## src/rtl/adsr_envelope.sv

```systemverilog
// Per-voice ADSR envelope generator; advances one step per DACLRC sample and drives one mixer gain input.
// Define ADSR_EXP_RELEASE_EN for exponential decay/release; the default build uses linear ramps.
module adsr_envelope #(
  parameter int                 BITSIZE   = 24,
  parameter logic [BITSIZE-1:0] LEVEL_MAX = {1'b0, {(BITSIZE-1){1'b1}}}
) (
  input  logic               lrclk,
  input  logic               reset,
  input  logic               gate,
  input  logic [BITSIZE-1:0] attack_step,
  input  logic [BITSIZE-1:0] decay_step,
  input  logic [BITSIZE-1:0] sustain_level,
  input  logic [BITSIZE-1:0] release_step,
  output logic [BITSIZE-1:0] out,
  output logic               active,
  output logic               done
);

  localparam logic [2:0] IDLE    = 3'd0;
  localparam logic [2:0] ATTACK  = 3'd1;
  localparam logic [2:0] DECAY   = 3'd2;
  localparam logic [2:0] SUSTAIN = 3'd3;
  localparam logic [2:0] RELEASE = 3'd4;

`ifdef ADSR_EXP_RELEASE_EN
  localparam logic signed [BITSIZE:0] ONE = {{BITSIZE{1'b0}}, 1'b1};
`endif

  logic [2:0]         state;
  logic [2:0]         state_nx;
  logic               gate_d;
  logic               rise;
  logic               fall;
  logic [BITSIZE-1:0] sus;
  logic [BITSIZE-1:0] out_nx;
  logic               done_nx;

  // Rising ramp, saturating at LEVEL_MAX; a zero step jumps straight to the peak.
  function automatic logic [BITSIZE-1:0] attack_next(input logic [BITSIZE-1:0] lvl,
                                                     input logic [BITSIZE-1:0] step);
    logic [BITSIZE:0] sum;
    sum = {1'b0, lvl} + {1'b0, step};
    if (step == '0 || sum >= {1'b0, LEVEL_MAX}) attack_next = LEVEL_MAX;
    else attack_next = sum[BITSIZE-1:0];
  endfunction

  // Falling ramp, floored at target; the result equals target exactly when the ramp has ended.
  function automatic logic [BITSIZE-1:0] fall_next(input logic [BITSIZE-1:0] lvl,
                                                   input logic [BITSIZE-1:0] step,
                                                   input logic [BITSIZE-1:0] target);
    logic signed [BITSIZE:0] cur;
    logic signed [BITSIZE:0] tgt;
    logic signed [BITSIZE:0] dec;
    logic signed [BITSIZE:0] diff;
    cur = signed'({1'b0, lvl});
    tgt = signed'({1'b0, target});
`ifdef ADSR_EXP_RELEASE_EN
    dec = ((cur - tgt) >>> step[4:0]) + ONE;
`else
    dec = signed'({1'b0, step});
`endif
    diff = cur - dec;
    if (step == '0 || diff <= tgt) fall_next = target;
    else fall_next = diff[BITSIZE-1:0];
  endfunction

  assign rise = gate & ~gate_d;
  assign fall = ~gate & gate_d;
  assign sus  = (sustain_level > LEVEL_MAX) ? LEVEL_MAX : sustain_level;

  always_comb begin
    state_nx = state;
    out_nx   = out;
    done_nx  = 1'b0;
    case (state)
      IDLE: begin
        out_nx = '0;
        if (rise) state_nx = ATTACK;
      end
      ATTACK: begin
        if (fall) state_nx = RELEASE;
        else begin
          out_nx = attack_next(out, attack_step);
          if (out_nx == LEVEL_MAX) state_nx = DECAY;
        end
      end
      DECAY: begin
        if (fall) state_nx = RELEASE;
        else begin
          out_nx = fall_next(out, decay_step, sus);
          if (out_nx == sus) state_nx = SUSTAIN;
        end
      end
      SUSTAIN: begin
        if (fall) state_nx = RELEASE;
        else out_nx = sus;
      end
      RELEASE: begin
        // Retrigger resumes the attack from the current level rather than from zero.
        if (rise) state_nx = ATTACK;
        else begin
          out_nx = fall_next(out, release_step, '0);
          if (out_nx == '0) begin
            state_nx = IDLE;
            done_nx  = 1'b1;
          end
        end
      end
      default: begin
        state_nx = IDLE;
        out_nx   = '0;
      end
    endcase
  end

  always_ff @(posedge lrclk) begin
    if (reset) begin
      state  <= IDLE;
      gate_d <= 1'b0;
      out    <= '0;
      active <= 1'b0;
      done   <= 1'b0;
    end else begin
      state  <= state_nx;
      gate_d <= gate;
      out    <= out_nx;
      active <= (state_nx != IDLE);
      done   <= done_nx;
    end
  end

endmodule

```

## config.mk

```make
export PLATFORM = sky130hd
export DESIGN_NAME = adsr_envelope
export DESIGN_NICKNAME = d
export VERILOG_FILES = /design/src/rtl/adsr_envelope.sv
export SDC_FILE = /design/constraint.sdc
export NUM_CORES = 1
export LEC_CHECK = 0
export ABC_CLOCK_PERIOD_IN_PS = 11730
export CAP_MARGIN = 10
export CORE_UTILIZATION = 55
export DETAILED_ROUTE_END_ITERATION = 10
export GPL_TIMING_DRIVEN = 0
export PLACE_DENSITY = 0.83
export SLEW_MARGIN = 25
export SYNTH_ARGS = -nofsm -noshare
export SYNTH_HDL_FRONTEND = slang
export SYNTH_SLANG_ARGS = --single-unit
```

## constraint.sdc

```tcl
create_clock -name lrclk -period 11.73 [get_ports lrclk]
set_clock_uncertainty 0.1 [all_clocks]
set_input_delay 1.173 -clock lrclk [delete_from_list [all_inputs] [get_ports lrclk]]
set_output_delay 1.173 -clock lrclk [all_outputs]
set_load 0.02 [all_outputs]
```

; Yosys cells after proc, flatten, opt, wreduce, memory -nomap -nowiden
; Cells that the tools add are included.
[word_totals]
output_inout_bits = 26
ff_bits = 30
inputBits = 99
[classes]
n_bitwise = 5
magnitude_cmp = 4
eq_ne = 10
n_addsub = 3
reduce_logical = 11
n_mux = 25
[op_table]
columns = cell, count
row1 = 24-bit 2-to-1 mux, 14
row2 = 24-bit logical NOT, 4
row3 = 24-bit one-hot mux with 4 select lines, 1
row4 = 24-bit by 24-bit subtractor with 25-bit output, 2
row5 = 24-bit by 24-bit adder with 25-bit output, 1
row6 = "25-bit by 23-bit >= comparator with 1-bit output, second input constant", 1
row7 = "25-bit by 1-bit <= comparator with 1-bit output, second input constant", 1
row8 = 25-bit <= comparator, 1
row9 = "24-bit by 23-bit equality test with 1-bit output, second input constant", 1
row10 = 24-bit equality test, 1
row11 = "24-bit by 23-bit > comparator with 1-bit output, second input constant", 1
row12 = 3-bit 2-to-1 mux, 8
row13 = 3-bit one-hot mux with 5 select lines, 1
row14 = "2-bit != test, second input constant", 4
row15 = "3-bit by 2-bit equality test with 1-bit output, second input constant", 2
row16 = 4-bit AND reduction, 1
row17 = "3-bit by 1-bit equality test with 1-bit output, second input constant", 1
row18 = "3-bit equality test, second input constant", 1
row19 = 3-bit logical NOT, 1
row20 = 1-bit logical OR, 3
row21 = 1-bit NOT, 3
row22 = 3-bit nonzero test, 1
row23 = 3-bit OR reduction, 1
row24 = 1-bit bitwise AND, 2
row25 = 1-bit 2-to-1 mux, 1

; Depth between registers and ports, before layout
; Gate-level depths: netlist (run 1).
[logic_depth]
word_depth = 12
ltp_mapped = 24

; Least setup slack after synthesis (run 1)
; OpenSTA, ideal clock, no wires.
[synth_path]
kind = input port to flip-flop
startpoint = input port decay_step[13]
endpoint = register out[6]
required_time_ps = 11535
setup_slack_ps = 6557
cell_stages = 23
arrival_ps = 4977
cell_sequence = inv_1 ha_1 clkbuf_1 a21oi_1 o22ai_1 a221o_1 or3_1 nor2_1 o31ai_1 xnor2_1 ha_1 a21o_1 a21oi_1 o21ai_0 mux2i_1 nor4_1 o221ai_1 buf_2 buf_2 nor2_1 o31ai_1 a21oi_1 a221oi_1
[synth_via]
elab_chain_len = 8
[synth_rtl]
columns = item, line_no
row1 = from (decl), 11  ; input logic [BITSIZE-1:0] decay_step,
row2 = 24-bit by 24-bit subtractor with 25-bit output, 62  ; diff = cur - dec;
row3 = 25-bit <= comparator, 63  ; if (step == '0 || diff <= tgt) fall_next = target;
row4 = 1-bit logical OR *, 63
row5 = 24-bit 2-to-1 mux *, 63
row6 = 24-bit 2-to-1 mux *, 88  ; if (fall) state_nx = RELEASE;
row7 = 24-bit 2-to-1 mux *, 75  ; case (state)
row8 = 24-bit 2-to-1 mux *, 88
row9 = 24-bit one-hot mux with 4 select lines *, 75
row10 = to (signal assigned), 126  ; out <= out_nx;
row11 = to (decl), 14  ; output logic [BITSIZE-1:0] out,
; Mark *: on every way between the ends. The rest lies on a longest branch, timed or not. The select of a mux whose other input is x is not followed.
; A chain may end at the register's enable or synchronous reset.

; Worst setup path in the final report (run 1)
[layout_path]
startpoint = input port decay_step[3]
endpoint = register out[11]
[layout_via]
elab_chain_len = 8
[layout_rtl]
columns = item, line_no
row1 = 24-bit by 24-bit subtractor with 25-bit output, 62
row2 = 25-bit <= comparator, 63
row3 = 1-bit logical OR, 63
row4 = 24-bit 2-to-1 mux *, 63
row5 = 24-bit 2-to-1 mux *, 88
row6 = 24-bit 2-to-1 mux *, 75
row7 = 24-bit 2-to-1 mux *, 88
row8 = 24-bit one-hot mux with 4 select lines *, 75
; Marked as above.

==> flow_summary.toml, run 1 <==
[die]
die_area_mm2 = 0.0135
pin_count = 125
core-area_mm2 = 0.0127
start_util_pct = 56.8
fp.dieW_um = 116
die_h_um = 116
rows = 41

[sta]
max_freq_mhz = 149
tns_ns = 0
final_hold_viol_count = 0
worst_pin_slew_ns = 0.933
fin_crit_ns = 6.70
setup_viol = 0
slew_viol_final = 0
hold_ws_ns = 0.447
finalCritPeriodShare_pct = 57.2
rsz0062_at_grt = "no"
relSlewSlack_pct = 37.7

[detailed_routing]
remaining_drc_errors = 0
via_per_inst = 6.34
drt_wl_total_um = 24900
via_count = 8504
drtIter0Drc = 998
postRouteAntennaNets = 0
wire_per_inst_um = 18.5
first_pass_iters = 6

[global_routing]
globalRouteMet3Util_pct = 3.06
grt_pass1_wl_um = 38800
met1_usage_pct = 48.0
grt.busiest_layer = "met2"
grt_pass1_vias = 7757
grt_max_degree = 11
antenna_found_initial = 0
grt-ovfl-total = 0
met2_usage_pct = 60.8
track_usage_pct = 37.2

[cells_and_area]
antenna_cells = 0
fill_cells = 1166
area_delta_synth_final_pct = 22.2
nNetsFinal = 1366
drive_gt1_share_pct = 3.08

[power_and_ir_drop]
powerDensity_mw_per_mm2 = 66.3
p_leak_nw = 3.86
ir_drop_v = 0.0000424

[clock_tree]
numClockSinks = 30
hold_buffers = 0
cts_resized = 0
postCtsSetupBuffers = 0
cts_tree = "done"
cts-htree-levels = 2
cts_buffer_depth = 2
clock-root-buffer = "clkbuf_16"
clk_latency_ns = 0.28
cts_buffers = 5
cts.clk_slew.worst_paths_ns = 0.05

[synth]
synthDominantCellAreaShare_pct = 16.7
syn_nets = 1236
ys_types = 72
netlist_area_mm2 = 0.00719
yosys_warnings = 0
syn-instance-count = 1038
avgSynthCellArea_um2 = 6.93
yosys.area.top_type = "ha_1"
ys_top_cells_by_area = "ha_1 17%, dfxtp_1 8.3%, a21oi_1 6.3%, xnor2_1 5.6%, o21ai_0 5.0%"
ys.flop_type = "dfxtp_1"
yosysMostFrequentCell = "ha_1"
synth_edf_count = 0
synthTopCellsByCount = "96 x ha_1, 93 x nand2_1, 91 x a21oi_1"
synthArstFlopShare_pct = 0
synth-seq-cells = 30
ys_seq_area_share_pct = 8.35

[placed_design]
port-buffer-count = 123
gp_congestion = 1.00
place_hpwl_um = 20900

[flow_run]
maxCapViolCount = 0

[worst_setup_path]
cpMaxStageDelayCell = "nor4_1"
slowest_delay_ns = 0.62
crit_fanout = 10
cp_data_arrival_time_ns = 6.78
cp-end-kind = "flip-flop"
start_kind = "input port"
timing.critical_path.mode_cell = "a21oi_1"
reg2reg_depth = 21
crit_end = "out[11]$_SDFFE_PP0P_"
rrSetupSlack_ns = 6.06
startpoint = "decay_step[3]"
worstSetupPathType = "input port to flip-flop"
reg2reg_from = "out[1]$_SDFFE_PP0P_"
reg2reg_to = "out[11]$_SDFFE_PP0P_"
critPathRequiredTime_ns = 11.81
cp_cell_sequence = "clkdlybuf4s50_1, inv_1, ha_1, o21ai_0, a21oi_1, o211ai_1, a21oi_1, a211o_1, a21o_1, xor2_1, ha_1, nand4_1, nor4_1, nand4_1, mux2i_1, nor4_1, o221ai_1, buf_2, buf_2, nor2_1, o31ai_1, a21oi_1, a221oi_1"

[min_path]
hp-class = "flip-flop to flip-flop"

[outcome]
status = "finished clean"
## cells by family after synthesis
group	count (synthesis)	share of synthesized area, %
simple gates	355	24.6
compound gates	340	30.8
buf+inv	121	6.58
fa+ha+maj	99	17.5
xor+xnor	78	10.1
flops	30	8.35
mux	14	2.00
other cells	1	0.0521
## metrics by stage
stage	instance area (µm²)	utilization [%]	worst slack, ns	power [mW]	instances
after floorplan	7190	-	6.56	0.333	1038
after global placement	8640	68.2	4.83	0.441	1333
after detailed placement	8640	68.2	4.83	0.444	1333
after CTS	8790	69.3	5.11	0.574	1341
after global routing	8790	69.3	4.66	0.619	1341
final	8790	69.3	5.03	0.583	1341
## cells in the final DEF (no fill, tap or decap), drive strengths merged, types with 26 or more instances in the layout
cell,count
inv,78
a21oi,91
o21ai,77
nor4,26
a21o,26
nand2,93
ha,96
xor2,29
nor2,92
clkbuf,42
dfxtp,30
clkdlybuf4s50,123
xnor2,46
## where the power goes
group / internal, mW / switching (mW) / leakage (nW)
sequential: 0.107 / 0.00997 / 0.243
clock: 0.0839 / 0.0461 / 0.0739
combinational: 0.143 / 0.193 / 3.54
## worst min-delay path by stage
stage | start | to | slack, ns | cells after the start
6_report | out[0]$_SDFFE_PP0P_ | out[0]$_SDFFE_PP0P_ | 0.45 | 2
3_3_place_gp | out[0]$_SDFFE_PP0P_ | out[0]$_SDFFE_PP0P_ | 0.43 | 2
2_1_floorplan | state[0]$_SDFF_PP0_ | state[1]$_SDFF_PP0_ | 0.41 | 2
4_1_cts | out[0]$_SDFFE_PP0P_ | out[0]$_SDFFE_PP0P_ | 0.45 | 2
3_5_place_dp | out[0]$_SDFFE_PP0P_ | out[0]$_SDFFE_PP0P_ | 0.44 | 2
5_1_grt | out[0]$_SDFFE_PP0P_ | out[0]$_SDFFE_PP0P_ | 0.49 | 2
## critical path, delay by kind of cell
| family | cells | cell delay (ns) |
|---|---|---|
| buffers and inverters | 4 | 1.22 |
| and+or+nand+nor | 5 | 1.18 |
| AOI/OAI and AO/OA | 10 | 2.14 |
| adders and majority gates | 2 | 0.69 |
| muxes | 1 | 0.21 |
| xor gates and xnor gates | 1 | 0.17 |
## registers in the layout, summed over array words and instances, names as in the netlist
| register | cells |
|---|---|
| gate_d | 1 |
| done | 1 |
| state | 3 |
| active | 1 |
| out | 24 |
## area by class of cell
class	instances	area (µm²)	share of cell area (%)
Multi-Input combinational cell	887	6120	69.6
Clock inverter	1	5.00	0.0570
Sequential cell	30	601	6.83
Tap cell	172	215	2.45
Clock buffer	7	143	1.62
Inverter	78	293	3.33
Timing Repair Buffer	123	1230	14.0
Buffer	43	180	2.05
## layer usage
metal,routed length [µm],up-vias
met5,0,-
met4,1410,0
met3,2040,86
met2,10900,475
met1,10500,3833
li1,-,4110
(Power assumes the default switching activity.)
==> inputs of run 2 (changes only) <==
- ABC_CLOCK_PERIOD_IN_PS: 11730 -> 6700
- clock period: 11.73 -> 6.7 ns (I/O delays scaled with it)
==> results of run 2 <==
Same layout as run 1 (identical final DEF). Status: finished clean.
Among the figures that moved: setup slack after placement 4.83 ns -> 0.301 ns; setup slack after layout 5.03 ns -> 0.499 ns; register-to-register setup slack 6.06 ns -> 1.03 ns; total power 0.583 mW -> 1.02 mW; worst IR drop on VDD 0.0000424 V -> 0.0000742 V
